<file path="config.mk">
export PLATFORM = sky130hd
export DESIGN_NAME = qmult_flat
export DESIGN_NICKNAME = d
export VERILOG_FILES = /design/src/rtl/qmult_if.sv /design/src/rtl/qmult.sv /design/src/flat_wrapper.sv
export SDC_FILE = /design/constraint.sdc
export NUM_CORES = 2
export LEC_CHECK = 0
export ABC_AREA = 1
export ABC_CLOCK_PERIOD_IN_PS = 18100
export BUFFER_PORTS_ARGS = -buffer_cell sky130_fd_sc_hd__clkbuf_2
export CAP_MARGIN = 15
export CORE_ASPECT_RATIO = 0.9
export CORE_MARGIN = 2
export CORE_UTILIZATION = 60
export CTS_CLUSTER_DIAMETER = 40
export DETAILED_ROUTE_END_ITERATION = 10
export PLACE_DENSITY = 0.78
export SLEW_MARGIN = 20
export SYNTH_ARGS = -nofsm -noshare
export SYNTH_HDL_FRONTEND = slang
export SYNTH_SLANG_ARGS = --single-unit
</file>
<file path="constraint.sdc">
create_clock -name clk -period 18.1 [get_ports clk]
set_input_delay 3.62 -clock clk [delete_from_list [all_inputs] [get_ports clk]]
set_output_delay 3.62 -clock clk [all_outputs]
set_load 0.01 [all_outputs]
</file>
<file path="src/rtl/qmult_if.sv">
// Operand/result bundle for the Q-format multiplier.
// The master side presents operands with a valid strobe and observes the
// saturated product; the slave side is the multiplier itself.
interface qmult_if #(
    parameter int N = 32
);
    logic         i_valid;
    logic [N-1:0] i_multiplicand;
    logic [N-1:0] i_multiplier;
    logic [N-1:0] o_result;
    logic         o_overflow;
    logic         o_valid;

    modport master (
        output i_valid,
        output i_multiplicand,
        output i_multiplier,
        input  o_result,
        input  o_overflow,
        input  o_valid
    );

    modport slave (
        input  i_valid,
        input  i_multiplicand,
        input  i_multiplier,
        output o_result,
        output o_overflow,
        output o_valid
    );
endinterface

</file>
<file path="src/rtl/qmult.sv">
// Signed fixed-point multiplier, Q(N-Q-1).Q in and out.
// Two-stage pipeline: stage 1 registers the operands, stage 2 registers the
// product rescaled by 2^-Q (floor), saturated to the N-bit range with an
// overflow flag. The pipeline advances every cycle; there is no backpressure.
module qmult #(
    parameter int Q = 18,
    parameter int N = 32
) (
    input  logic   clk,
    input  logic   reset,
    qmult_if.slave bus
);
    // Bits of the full product above the kept window (including the kept
    // sign bit). The product fits in N bits only if these all agree.
    localparam int HEAD_W = N + 1 - Q;

    logic signed [N-1:0]   a_r;
    logic signed [N-1:0]   b_r;
    logic                  valid_r;

    logic signed [2*N-1:0] full;
    logic [HEAD_W-1:0]     head;
    logic                  pos_sat;
    logic                  neg_sat;
    logic [N-1:0]          result_next;
    logic                  overflow_next;
    logic                  unused_frac;

    logic [N-1:0]          result_r;
    logic                  overflow_r;
    logic                  valid_out_r;

    // Stage 1: capture operands and their valid strobe every cycle.
    always_ff @(posedge clk or negedge reset) begin
        if (!reset) begin
            a_r     <= '0;
            b_r     <= '0;
            valid_r <= 1'b0;
        end else begin
            a_r     <= bus.i_multiplicand;
            b_r     <= bus.i_multiplier;
            valid_r <= bus.i_valid;
        end
    end

    // Operands are sign-extended to 2N so the product is exact; it carries
    // 2Q fractional bits and cannot exceed 2N bits for two N-bit inputs.
    assign full = $signed({{N{a_r[N-1]}}, a_r}) * $signed({{N{b_r[N-1]}}, b_r});

    // Dropping the low Q bits of a two's-complement value is an arithmetic
    // shift, i.e. truncation toward minus infinity; no rounding is applied.
    assign head        = full[2*N-1 : N-1+Q];
    assign unused_frac = ^full[Q-1:0];

    // A positive product overflows if any bit above the kept sign bit is set;
    // a negative one if any of those bits is clear.
    assign pos_sat = ~full[2*N-1] & (|head);
    assign neg_sat =  full[2*N-1] & ~(&head);

    // Pick the kept window or the saturation limit for the stage-2 register.
    always_comb begin
        result_next   = full[N-1+Q : Q];
        overflow_next = 1'b0;
        if (pos_sat) begin
            result_next   = {1'b0, {(N-1){1'b1}}};
            overflow_next = 1'b1;
        end else if (neg_sat) begin
            result_next   = {1'b1, {(N-1){1'b0}}};
            overflow_next = 1'b1;
        end
    end

    // Stage 2: register the saturated product, overflow flag and valid.
    always_ff @(posedge clk or negedge reset) begin
        if (!reset) begin
            result_r    <= '0;
            overflow_r  <= 1'b0;
            valid_out_r <= 1'b0;
        end else begin
            result_r    <= result_next;
            overflow_r  <= overflow_next;
            valid_out_r <= valid_r;
        end
    end

    assign bus.o_result   = result_r;
    assign bus.o_overflow = overflow_r;
    assign bus.o_valid    = valid_out_r;
endmodule

</file>
<file path="src/flat_wrapper.sv">
// flat-port wrapper written by rule: the top's interface ports become plain ports
module qmult_flat 
#(
    parameter int Q = 18,
    parameter int N = 32
)
  (clk, reset, bus_i_valid, bus_i_multiplicand, bus_i_multiplier, bus_o_result, bus_o_overflow, bus_o_valid);
  qmult_if #(.N(N)) bus_i ();
  input  logic clk;
  input  logic reset;
  input wire logic [$bits(bus_i.i_valid)-1:0] bus_i_valid;
  input wire logic [$bits(bus_i.i_multiplicand)-1:0] bus_i_multiplicand;
  input wire logic [$bits(bus_i.i_multiplier)-1:0] bus_i_multiplier;
  output wire logic [$bits(bus_i.o_result)-1:0] bus_o_result;
  output wire logic [$bits(bus_i.o_overflow)-1:0] bus_o_overflow;
  output wire logic [$bits(bus_i.o_valid)-1:0] bus_o_valid;
  assign bus_i.i_valid = bus_i_valid;
  assign bus_i.i_multiplicand = bus_i_multiplicand;
  assign bus_i.i_multiplier = bus_i_multiplier;
  assign bus_o_result = bus_i.o_result;
  assign bus_o_overflow = bus_i.o_overflow;
  assign bus_o_valid = bus_i.o_valid;
  qmult #(.Q(Q), .N(N)) u_core (.clk(clk), .reset(reset), .bus(bus_i));
endmodule
</file>
==> metrics list <==
- Post-DP HPWL: 88300 um
- Horizontal die dimension: between 200 and 300 um
* Total setup buffers inserted after CTS: 0
* Vias per cell: 5.21
- Total length of routed wires: just over 100000 um
* Clock Latency Late Sink: about 0.42 ns
* Final Hold Slack: 0.370 ns
- The worst pin sits at a relative slew slack of 43.1%.
* Critical Path Max Stage Delay: about 1.1 ns
- The most used flip-flop cell after synthesis is sky130_fd_sc_hd__dfrtp_1.
* CP Max Fanout: 32
- GPL Wtd Cong: between 0.9 and 1
- Worst Hold Depth: 0
* CP max stage cell: sky130_fd_sc_hd__fa_1
- Fraction of final layout cells sized beyond drive strength 1: 4.13%
* Max-slew violation total from the final report: 0
- Portion of synthesized cell area occupied by the leading cell type: between 50% and 60%
- The first TritonRoute pass finished after 6 iterations.
- Fraction of synthesis flops using an asynchronous set or reset pin: 100%
- Final ANT Viol Nets: 0
- The final hold violation count was 0.
- Across the run, the number of max-cap violations was 0.
* Seq. cell area: roughly 0.0025 mm2
* Seq/Total Area, Yosys: under 10%
- Global-route wire length before repair: around 180000 um
* I/O Pins: about 100
* Number of synthesis warnings: 0
- Once the floorplan was initialized, standard cells occupied between 60 and 70% of the core.
- Number of nets produced by synthesis: 6403
- Summed over all failing endpoints, the final setup total negative slack is 0 ns.
* Die Outline Area: roughly 0.070 mm2
* RSZ-0062 raised after global routing: no
- In the final routed layout, each cell accounts on average for between 15 and 20 um.
- Clock-pin slew of the registers on the worst-case setup and hold paths: ~0.1 ns
- Arrival time at the worst endpoint: ~9.6 ns
- Summed over all instances, the cell type with the most area after synthesis is sky130_fd_sc_hd__fa_1.
- Summed over all layers, the global routing overflow is 0.
- Cells taking the most area after synthesis: sky130_fd_sc_hd__fa_1 53%, sky130_fd_sc_hd__inv_1 15%, sky130_fd_sc_hd__nand2_1 14%
- Drt first-iter violations: 2592
* Number of antenna violations at the first check in global routing: 0
- Number of flops mapped to enable cells by yosys: 0
- The H-tree was split into 3 levels.
- In this run, synthesis produced a sequential element count of 99.
- Vias: around 31000
- For the pin with the worst max-slew slack, the measured transition is ~0.85 ns.
- Yosys mapped the design onto 33 distinct sky130hd cell types.
- A synthesized cell averages a little over 8 um2.
* Count of input and output buffers: 100
* Kind of path behind the tightest hold check: reg2reg
- Clock tree from TritonCTS: done
* Most repeated cell in the gate-level netlist after synthesis: sky130_fd_sc_hd__inv_1
* Critical path capture point type: flop
* Commonest cells in the synthesized netlist: 1633 x sky130_fd_sc_hd__inv_1, 1491 x sky130_fd_sc_hd__nand2_1, 1081 x sky130_fd_sc_hd__fa_1
- The cell area that synthesis handed to floorplanning was about 0.04 mm2.
- The number of cells on the worst reg-to-reg path is 31.
- Maximum clock frequency: approximately 110 MHz
- Layout net count: about 6400
- The cell that appears most often on the critical path is sky130_fd_sc_hd__nand2_1.
* CTS Sinks: between 90 and 100
- Data on the critical path is required at its endpoint by around 18 ns.
- Critical Path Start Type: flop
- Kind of critical path: reg2reg
* Number of DRC violations after detailed routing: 0
- Pin count of the biggest net entering global routing: 62
- The layout has 5711 filler cells.
- Post_cts resized: 0
* Via count of the first global-routing pass: between 30000 and 40000
- The floorplan has 90 rows.
- In the finished design, the share of the clock period the worst path needs comes to approximately half.
* Post-route clock skew: a little under 0.02 ns
- Core Footprint: between 0.06 and 0.07 mm2
* Status: completed
- Minimum clock period after layout: 9.28 ns
- Worst-case clock buffer depth: 2
- Summing all multi-input logic gate instances after layout gives about 0.032 mm2.
* Layout-stage area growth over the synthesis result: 4.04%
- The die is 252 um tall.
- Counting the buffers created by CTS gives 9.
- Synthesized netlist cell count: around 5100
- Number of buffers added to fix hold violations after cts: 0
* Tot GR Track Use: around a third
- # setup viols final: 0
- Clock tree synthesis selected as its root buffer the cell sky130_fd_sc_hd__clkbuf_16.
==> layout make-up <==
class                      instances  share of cell area, %
sequential                        99                   5.82
timing repair buffer             166                   2.39
multi-input combinational       3141                   74.1
clock buffer                       9                  0.529
clock inverter                     7                  0.209
inverter                        1637                   14.4
tap                              874                   2.57
antenna                            1                0.00587
==> state kept, by name (all words and copies together), names as in the netlist <==
signal                 cells
u_core.bus.o_overflow      1
u_core.bus.o_valid         1
u_core.valid_r             1
u_core.b_r                32
u_core.a_r                32
u_core.bus.o_result       32
==> worst max-delay path: cells and delay by family (launching register included) <==
kind,cells,cell delay [ns]
adders and majority gates,9,5.47
buffers and inverters,6,0.96
and+or+nand+nor,16,2.29
DFF,1,0.37
==> cell families after synthesis <==
kind of cell / synth area share [%]
flip-flops: 6.05
AO/OA/AOI/OAI: 1.63
buffers and inverters: 16.9
XOR/XNOR: 0.920
adder cells (fa/ha/maj): 58.4
AND/OR/NAND/NOR: 16.1
==> path summary, 6_finish.rpt <==
kind / endpoint / startpoint / slack, ns
hold reg to reg: u_core.bus.o_valid / u_core.valid_r / 0.37
hold / removal: u_core.bus.o_valid / u_core.valid_r / 0.37
setup / recovery: u_core.bus.o_result[3] / u_core.a_r[31] / 8.82
min in group asynchronous: u_core.a_r[5] / reset / 3.09
setup reg to reg: u_core.bus.o_result[3] / u_core.a_r[31] / 8.82
max in group asynchronous: u_core.bus.o_result[5] / reset / 13.84
==> through the flow <==
stage / std cells / setup slack [ns] / utilization (%) / area [um2]
global route: 5933 / 8.10 / 63.4 / 42600
global placement: 5916 / 8.96 / 62.9 / 42300
CTS: 5932 / 8.72 / 63.3 / 42600
floorplan: 5075 / 10.21 / - / 40900
detailed placement: 5916 / 8.82 / 62.9 / 42300
finish: 5934 / 8.82 / 63.4 / 42600
==> routing by layer <==
| metal | track usage (%) | vias up | part of all wire, % |
|---|---|---|---|
| li1 | - | 13800 | - |
| met1 | 47.7 | 15600 | 43 |
| met2 | 49.3 | 1399 | 45 |
| met3 | 6.63 | 137 | 10 |
| met4 | 6.21 | 0 | 1.5 |
| met5 | 0 | - | 0 |
==> cell usage in the layout (no fill, tap or decap), types with 2 or more instances in the layout <==
master,count
sky130_fd_sc_hd__a21oi_1,78
sky130_fd_sc_hd__a31oi_1,5
sky130_fd_sc_hd__and2_1,3
sky130_fd_sc_hd__and3_1,7
sky130_fd_sc_hd__buf_4,66
sky130_fd_sc_hd__clkbuf_16,9
sky130_fd_sc_hd__clkbuf_2,99
sky130_fd_sc_hd__clkinv_8,2
sky130_fd_sc_hd__dfrtp_1,98
sky130_fd_sc_hd__fa_1,1081
sky130_fd_sc_hd__ha_1,180
sky130_fd_sc_hd__inv_1,1633
sky130_fd_sc_hd__inv_2,4
sky130_fd_sc_hd__inv_8,2
sky130_fd_sc_hd__nand2_1,1491
sky130_fd_sc_hd__nand2_2,4
sky130_fd_sc_hd__nand3_1,37
sky130_fd_sc_hd__nand3b_1,9
sky130_fd_sc_hd__nand4_1,4
sky130_fd_sc_hd__nor2_1,134
sky130_fd_sc_hd__nor2_2,7
sky130_fd_sc_hd__nor3_1,3
sky130_fd_sc_hd__nor4_1,2
sky130_fd_sc_hd__o21ai_0,28
sky130_fd_sc_hd__o21ai_1,4
sky130_fd_sc_hd__o21bai_1,8
sky130_fd_sc_hd__or2_2,8
sky130_fd_sc_hd__xnor2_1,11
sky130_fd_sc_hd__xor2_1,32
Power is not shown: default switching activity piles up to over one toggle a cycle in this logic, so the estimate is an artifact.
